`config.mk`:
```
export PLATFORM = sky130hd
export DESIGN_NAME = cordic_req_arbiter
export DESIGN_NICKNAME = d
export VERILOG_FILES = /design/src/rtl/cordic_req_arbiter.sv
export SDC_FILE = /design/constraint.sdc
export NUM_CORES = 1
export LEC_CHECK = 0
export CORE_UTILIZATION = 45
export CTS_CLUSTER_SIZE = 8
export DETAILED_ROUTE_END_ITERATION = 16
export PLACE_DENSITY = 0.73
export SLEW_MARGIN = 20
export SYNTH_ARGS = -nofsm -noshare
export SYNTH_HDL_FRONTEND = slang
export SYNTH_SLANG_ARGS = --single-unit
```
`constraint.sdc`:
```
create_clock -name clk -period 3.2 [get_ports clk]
set_input_delay 0.64 -clock clk [delete_from_list [all_inputs] [get_ports clk]]
set_output_delay 0.64 -clock clk [all_outputs]
set_load 0.005 [all_outputs]
```
`src/rtl/cordic_req_arbiter.sv`:
```
// -----------------------------------------------------------------------------
// cordic_req_arbiter
//
// Shares one fixed-latency, pipelined CORDIC datapath between two requesters
// (A and B). Requests are arbitrated round-robin and at most one operation per
// cycle is issued. Each operation is tagged with its owner and mode. Returning
// results are steered into that owner's response FIFO. Per-requester credits
// bound the number of outstanding operations, so a FIFO can never overflow
// even though the datapath itself cannot be stalled.
//
// Ports
//   clk, rst                 rising-edge clock, synchronous active-high reset
//   {a,b}_valid/_ready       request handshake (valid & ready)
//   {a,b}_mode               0 = rotation, 1 = vectoring
//   {a,b}_x/_y/_ang          signed operands (angle ignored when vectoring)
//   dp_valid/_mode/_x/_y/_ang issue strobe and operands to the datapath
//   dp_res0/dp_res1          datapath results, LATENCY cycles after dp_valid
//   {a,b}_rsp_valid/_ready   response FIFO head handshake
//   {a,b}_rsp_mode/_0/_1     head entry (zero while the FIFO is empty)
// -----------------------------------------------------------------------------
module cordic_req_arbiter #(
  parameter int LATENCY    = 10,
  parameter int FIFO_DEPTH = 4,
  parameter int W          = 16
) (
  input  logic         clk,
  input  logic         rst,
  // requester A
  input  logic         a_valid,
  output logic         a_ready,
  input  logic         a_mode,
  input  logic [W-1:0] a_x,
  input  logic [W-1:0] a_y,
  input  logic [W-1:0] a_ang,
  // requester B
  input  logic         b_valid,
  output logic         b_ready,
  input  logic         b_mode,
  input  logic [W-1:0] b_x,
  input  logic [W-1:0] b_y,
  input  logic [W-1:0] b_ang,
  // datapath
  output logic         dp_valid,
  output logic         dp_mode,
  output logic [W-1:0] dp_x,
  output logic [W-1:0] dp_y,
  output logic [W-1:0] dp_ang,
  input  logic [W-1:0] dp_res0,
  input  logic [W-1:0] dp_res1,
  // responses A
  output logic         a_rsp_valid,
  input  logic         a_rsp_ready,
  output logic         a_rsp_mode,
  output logic [W-1:0] a_rsp_0,
  output logic [W-1:0] a_rsp_1,
  // responses B
  output logic         b_rsp_valid,
  input  logic         b_rsp_ready,
  output logic         b_rsp_mode,
  output logic [W-1:0] b_rsp_0,
  output logic [W-1:0] b_rsp_1
);

  localparam int AW = $clog2(FIFO_DEPTH);
  localparam int CW = AW + 1;
  localparam logic [CW-1:0] CREDIT_INIT = CW'(FIFO_DEPTH);

  // Round-robin pointer values; index 0 is A, index 1 is B throughout.
  localparam logic [0:0] PTR_A = 1'b0;
  localparam logic [0:0] PTR_B = 1'b1;

  logic [0:0]    rr_ptr;
  logic [CW-1:0] credit [2];
  logic          elig_a, elig_b;
  logic          grant_a, grant_b;

  // ---------------------------------------------------------------------------
  // Arbitration
  // ---------------------------------------------------------------------------
  // NOTE: combinational logic uses blocking assignments and gives every output
  // a value on every path, so no latch can be inferred.
  always_comb begin
    elig_a  = !rst && a_valid && (credit[0] != '0);
    elig_b  = !rst && b_valid && (credit[1] != '0);
    grant_a = elig_a && (!elig_b || (rr_ptr == PTR_A));
    grant_b = elig_b && (!elig_a || (rr_ptr == PTR_B));
  end

  assign a_ready = grant_a;
  assign b_ready = grant_b;

  // ---------------------------------------------------------------------------
  // Issue register: operands held when nothing is issued.
  // ---------------------------------------------------------------------------
  logic dp_id;

  // NOTE: sequential state uses non-blocking assignments so every register
  // samples the pre-edge values regardless of block ordering.
  always_ff @(posedge clk) begin
    if (rst) begin
      dp_valid <= 1'b0;
      dp_mode  <= 1'b0;
      dp_x     <= '0;
      dp_y     <= '0;
      dp_ang   <= '0;
      dp_id    <= 1'b0;
      rr_ptr   <= PTR_A;
    end else begin
      dp_valid <= grant_a | grant_b;
      if (grant_a) begin
        dp_mode <= a_mode;
        dp_x    <= a_x;
        dp_y    <= a_y;
        dp_ang  <= a_ang;
        dp_id   <= 1'b0;
        rr_ptr  <= PTR_B;
      end else if (grant_b) begin
        dp_mode <= b_mode;
        dp_x    <= b_x;
        dp_y    <= b_y;
        dp_ang  <= b_ang;
        dp_id   <= 1'b1;
        rr_ptr  <= PTR_A;
      end
    end
  end

  // ---------------------------------------------------------------------------
  // Tag pipeline: stage LATENCY-1 lines up with the result on dp_res*.
  // ---------------------------------------------------------------------------
  logic [LATENCY-1:0] tag_v, tag_id, tag_mode;

  always_ff @(posedge clk) begin
    if (rst) begin
      tag_v    <= '0;
      tag_id   <= '0;
      tag_mode <= '0;
    end else begin
      tag_v[0]    <= dp_valid;
      tag_id[0]   <= dp_id;
      tag_mode[0] <= dp_mode;
      for (int i = 1; i < LATENCY; i++) begin
        tag_v[i]    <= tag_v[i-1];
        tag_id[i]   <= tag_id[i-1];
        tag_mode[i] <= tag_mode[i-1];
      end
    end
  end

  logic ret_v, ret_id, ret_mode;
  assign ret_v    = tag_v[LATENCY-1];
  assign ret_id   = tag_id[LATENCY-1];
  assign ret_mode = tag_mode[LATENCY-1];

  // ---------------------------------------------------------------------------
  // Response FIFOs and credits
  // ---------------------------------------------------------------------------
  logic [W-1:0]  mem_0    [2][FIFO_DEPTH];
  logic [W-1:0]  mem_1    [2][FIFO_DEPTH];
  logic          mem_mode [2][FIFO_DEPTH];
  logic [AW-1:0] wptr [2];
  logic [AW-1:0] rptr [2];
  logic [CW-1:0] count [2];
  logic [1:0]    wr, pop, issue, rsp_ready_v;

  always_comb begin
    rsp_ready_v = {b_rsp_ready, a_rsp_ready};
    issue       = {grant_b, grant_a};
    wr          = '0;
    pop         = '0;
    for (int r = 0; r < 2; r++) begin
      wr[r]  = ret_v && (ret_id == r[0]);
      pop[r] = (count[r] != '0) && rsp_ready_v[r];
    end
  end

  // NOTE: the storage arrays are not reset; occupancy is tracked by the
  // counters and the head outputs are masked while empty, so stale contents
  // are never visible.
  always_ff @(posedge clk) begin
    for (int r = 0; r < 2; r++) begin
      if (wr[r]) begin
        mem_0[r][wptr[r]]    <= dp_res0;
        mem_1[r][wptr[r]]    <= dp_res1;
        mem_mode[r][wptr[r]] <= ret_mode;
      end
    end
  end

  always_ff @(posedge clk) begin
    if (rst) begin
      for (int r = 0; r < 2; r++) begin
        wptr[r]   <= '0;
        rptr[r]   <= '0;
        count[r]  <= '0;
        credit[r] <= CREDIT_INIT;
      end
    end else begin
      for (int r = 0; r < 2; r++) begin
        // Depth is a power of two, so the pointers wrap naturally.
        if (wr[r])  wptr[r] <= wptr[r] + AW'(1);
        if (pop[r]) rptr[r] <= rptr[r] + AW'(1);
        case ({wr[r], pop[r]})
          2'b10:   count[r] <= count[r] + CW'(1);
          2'b01:   count[r] <= count[r] - CW'(1);
          default: ;
        endcase
        // Issue and pop in the same cycle cancel out.
        case ({issue[r], pop[r]})
          2'b10:   credit[r] <= credit[r] - CW'(1);
          2'b01:   credit[r] <= credit[r] + CW'(1);
          default: ;
        endcase
      end
    end
  end

  assign a_rsp_valid = (count[0] != '0);
  assign b_rsp_valid = (count[1] != '0);
  assign a_rsp_mode  = a_rsp_valid & mem_mode[0][rptr[0]];
  assign b_rsp_mode  = b_rsp_valid & mem_mode[1][rptr[1]];
  assign a_rsp_0     = a_rsp_valid ? mem_0[0][rptr[0]] : '0;
  assign a_rsp_1     = a_rsp_valid ? mem_1[0][rptr[0]] : '0;
  assign b_rsp_0     = b_rsp_valid ? mem_0[1][rptr[1]] : '0;
  assign b_rsp_1     = b_rsp_valid ? mem_1[1][rptr[1]] : '0;

endmodule

```
==> metrics.cfg <==
[run_status]
outcome = finished, final reports clean

[cts]
clock_tree.htree_level_count = 2
max-clock-path-buffers = 3
clock-root-buffer = sky130_fd_sc_hd__clkbuf_16
source_to_sink_clock_delay_at_the_later_pin_of_the_worst_skew_pair_ns = 0.55
post_cts_hold_buffer_count = 0
clock_slew_at_reported_path_ffs_ns = 0.05
cts_tree = done
tritoncts_buffers = 51
numClockSinks = 366

[route]
antenna_left = 0
detail_route.drc_violations = 0
routed_wire_length_per_instance_um = 19.8
initialDrtViolationCount = 488
route.vias.total = 8643
firstDrtPassIters = 5
finalWirelength_um = 32100
detail_route.vias_per_cell = 5.32

[synth]
postSynth.asyncResetShare_pct = 0
postSynthAreaPerCell_sq_um = 15.6
yosys_most_used_dff = sky130_fd_sc_hd__edfxtp_1
dominant_cells_by_area_after_synthesis = sky130_fd_sc_hd__edfxtp_1 (60%), sky130_fd_sc_hd__dfxtp_1 (12%), sky130_fd_sc_hd__mux4_2 (10%)
synthDistinctLibCells = 44
seq_area_frac_synth_pct = 71.3
mappedNetlistArea_sq_um = 14300
synth.ff_latch_count = 366
synthDominantCellAreaShare_pct = 59.8
synth_enable_flop_cells = 284
synthDominantAreaCellType = sky130_fd_sc_hd__edfxtp_1
post_synthesis_net_count = 1066
most_common_cell_in_the_synthesized_netlist = sky130_fd_sc_hd__edfxtp_1
ys.warnings.count = 0
synthesis.instances = 914
synth_commonest_cells = sky130_fd_sc_hd__edfxtp_1 (284), sky130_fd_sc_hd__nand2_1 (114), sky130_fd_sc_hd__dfxtp_1 (82)

[placement]
placement.setup.worst_slack_ns = 0.0880
place_area_sq_um = 17400
final_weighted_congestion_in_routability_driven_placement = 0.762
port_buffers = 255
sum_of_net_half_perimeters_after_detailed_placement_um = 20000

[min_path]
timing.hold.worst.class = flop to flop

[grt]
grt_pass1_vias = 8913
grt_max_degree = 100
gr-usage-all-layers_pct = 20.1
grt_antenna_before_repair = 2
globalRoute.totalOverflow = 0
wire_length_of_the_first_global_routing_pass_um = 50100

[die]
die_w_um = 180
num_rows = 64
start_util_pct = 46.1
floorplan.core_area_sq_um = 30900
design.die.area_sq_um = 32400
die_height_um = 180
io-pin-count = 256

[cells_and_area]
finalCoreUtilization_pct = 61.2
final_design_area_no_fill_sq_um = 18900
multi_input_comb_area_sq_um = 3820
nNetsFinal = 1352
nFillCells = 2319
post_route_cells_drive_above_1_share_pct = 13.7
register_area_sq_um = 10200
antennaDiodeCount = 0
area_delta_synth_final_pct = 32.6

[critical_path]
startpoint_type = flop
critical_path.max_fanout = 35
crit_required_ns = 2.56
arrival_ns = 2.46
critical_path_type = flop to output port
timing.critical_path.to_type = output port

[flow_run]
max-cap-violations = 0

[power_and_ir_drop]
power_frac_seq_pct = 42.6
power.share.switching_pct = 23.7
fraction_of_power_consumed_by_the_clock_network_pct = 38.2
power_density_nw_per_um2 = 676
ir_drop_v = 0.000406
internal-power_uw = 9760
combinationalPowerShare_pct = 19.2
power_leakage_uw = 0.00656
switching_power_uw = 3030

[timing]
final_hold_viol_count = 0
worst_tran_pin_value_ns = 0.888
fin_crit_ns = 3.10
worst_clock_skew_ns = 0.0148
final.setup.worst_slack_ns = 0.103
max-slew-margin-rel_pct = 40.8
setup_violations = 0
final-max-slew-violation-count = 0
timing.final.crit_share_pct = 96.8
timing.setup.tns_ns = 0
fmax_mhz = 323

power groups by stage:
| stage | registers [uW] | logic [uW] | clock network (uW) |
|---|---|---|---|
| 2_1_floorplan | 5500 | 1120 | 0 |
| 3_3_place_gp | 5530 | 2420 | 0 |
| 3_5_place_dp | 5530 | 2440 | 0 |
| 4_1_cts | 5440 | 2450 | 4970 |
| 5_1_grt | 5460 | 2660 | 5190 |
| 6_report | 5440 | 2460 | 4890 |
final cells by class:
type,count,area share (%)
Timing Repair Buffer,288,15.2
Multi-Input combinational cell,474,20.2
Clock buffer,81,7.51
Tap cell,396,2.62
Inverter,19,0.377
Sequential cell,366,53.8
Clock inverter,2,0.265
path summary, 6_finish.rpt:
path	depth (start not counted)	slack [ns]	start	to
setup / recovery	4	0.10	rptr[0][0]	a_rsp_1[14]
hold / removal	1	0.43	tag_mode[1]	tag_mode[2]
setup reg to reg	7	0.57	credit[0][1]	credit[0][2]
hold reg to reg	1	0.43	tag_mode[1]	tag_mode[2]
flip-flops by register name, indices dropped and copies added, names as in the netlist, 8 cells and up:
register and cells:
mem_0 128, mem_1 128, dp_ang 16, dp_x 16
dp_y 16, tag_id 10, tag_mode 10, tag_v 10
mem_mode 8
layout by cell type (no fill, tap or decap), types with 2 or more instances in the layout:
| cell type | instances |
|---|---|
| sky130_fd_sc_hd__clkbuf_1 | 28 |
| sky130_fd_sc_hd__dfxtp_1 | 82 |
| sky130_fd_sc_hd__and2_1 | 35 |
| sky130_fd_sc_hd__fa_1 | 2 |
| sky130_fd_sc_hd__buf_12 | 5 |
| sky130_fd_sc_hd__nor3_1 | 3 |
| sky130_fd_sc_hd__nand2b_1 | 3 |
| sky130_fd_sc_hd__nand3_1 | 2 |
| sky130_fd_sc_hd__o21ai_1 | 3 |
| sky130_fd_sc_hd__a31oi_1 | 50 |
| sky130_fd_sc_hd__or2_1 | 2 |
| sky130_fd_sc_hd__and2_2 | 4 |
| sky130_fd_sc_hd__o31a_1 | 2 |
| sky130_fd_sc_hd__mux4_2 | 66 |
| sky130_fd_sc_hd__and3_2 | 4 |
| sky130_fd_sc_hd__o21ai_0 | 3 |
| sky130_fd_sc_hd__and3_1 | 2 |
| sky130_fd_sc_hd__nor2b_1 | 66 |
| sky130_fd_sc_hd__a21oi_1 | 53 |
| sky130_fd_sc_hd__buf_4 | 26 |
| sky130_fd_sc_hd__nand2_1 | 114 |
| sky130_fd_sc_hd__edfxtp_1 | 284 |
| sky130_fd_sc_hd__inv_1 | 16 |
| sky130_fd_sc_hd__xnor2_1 | 5 |
| sky130_fd_sc_hd__nor2_1 | 19 |
| sky130_fd_sc_hd__clkdlybuf4s50_1 | 254 |
| sky130_fd_sc_hd__inv_2 | 2 |
| sky130_fd_sc_hd__clkbuf_16 | 53 |
| sky130_fd_sc_hd__ha_1 | 14 |
| sky130_fd_sc_hd__or3_1 | 2 |
| sky130_fd_sc_hd__xor2_1 | 2 |
| sky130_fd_sc_hd__o2111ai_1 | 2 |
what timing repair did:
| action | 4_1_cts | 5_1_grt |
|---|---|---|
| setup endpoints to repair | 1 | 24 |
| gates cloned | 0 | 2 |
| resized for setup | 1 | 4 |
| hold endpoints to repair | 0 | 0 |
| buffers inserted | 0 | 3 |
logic make-up (layout without fill, tap and decap cells):
family,count (synthesis),count (layout),share of synthesized area [%]
flops,366,366,71.3
simple gates,262,262,9.18
compound gates,122,122,5.07
buf+inv,74,390,2.01
mux,67,67,10.5
fa+ha+maj,16,16,1.51
xor+xnor,7,7,0.430
through the flow:
stage | hold WS (ns) | cells | power (uW)
2_1_floorplan | 0.414 | 914 | 6630
3_3_place_gp | 0.416 | 1538 | 7940
3_5_place_dp | 0.422 | 1538 | 7970
4_1_cts | 0.436 | 1621 | 12900
5_1_grt | 0.447 | 1626 | 13300
6_report | 0.432 | 1626 | 12800
worst max-delay path: stages, from the launching register on:
cell and delay, ns:
sky130_fd_sc_hd__edfxtp_1 0.37, sky130_fd_sc_hd__buf_12 0.31, sky130_fd_sc_hd__mux4_2 0.56, sky130_fd_sc_hd__nor2b_1 0.17
sky130_fd_sc_hd__clkdlybuf4s50_1 0.48
layer usage:
metal,vias up,part of all wire [%],track usage (%)
met2,359,49,33.6
met3,65,7.9,5.54
met5,-,0.068,0
met4,4,3.1,7.28
met1,4228,40,25.0
li1,3987,-,-
Note: power is estimated with default switching activity, not from simulation.
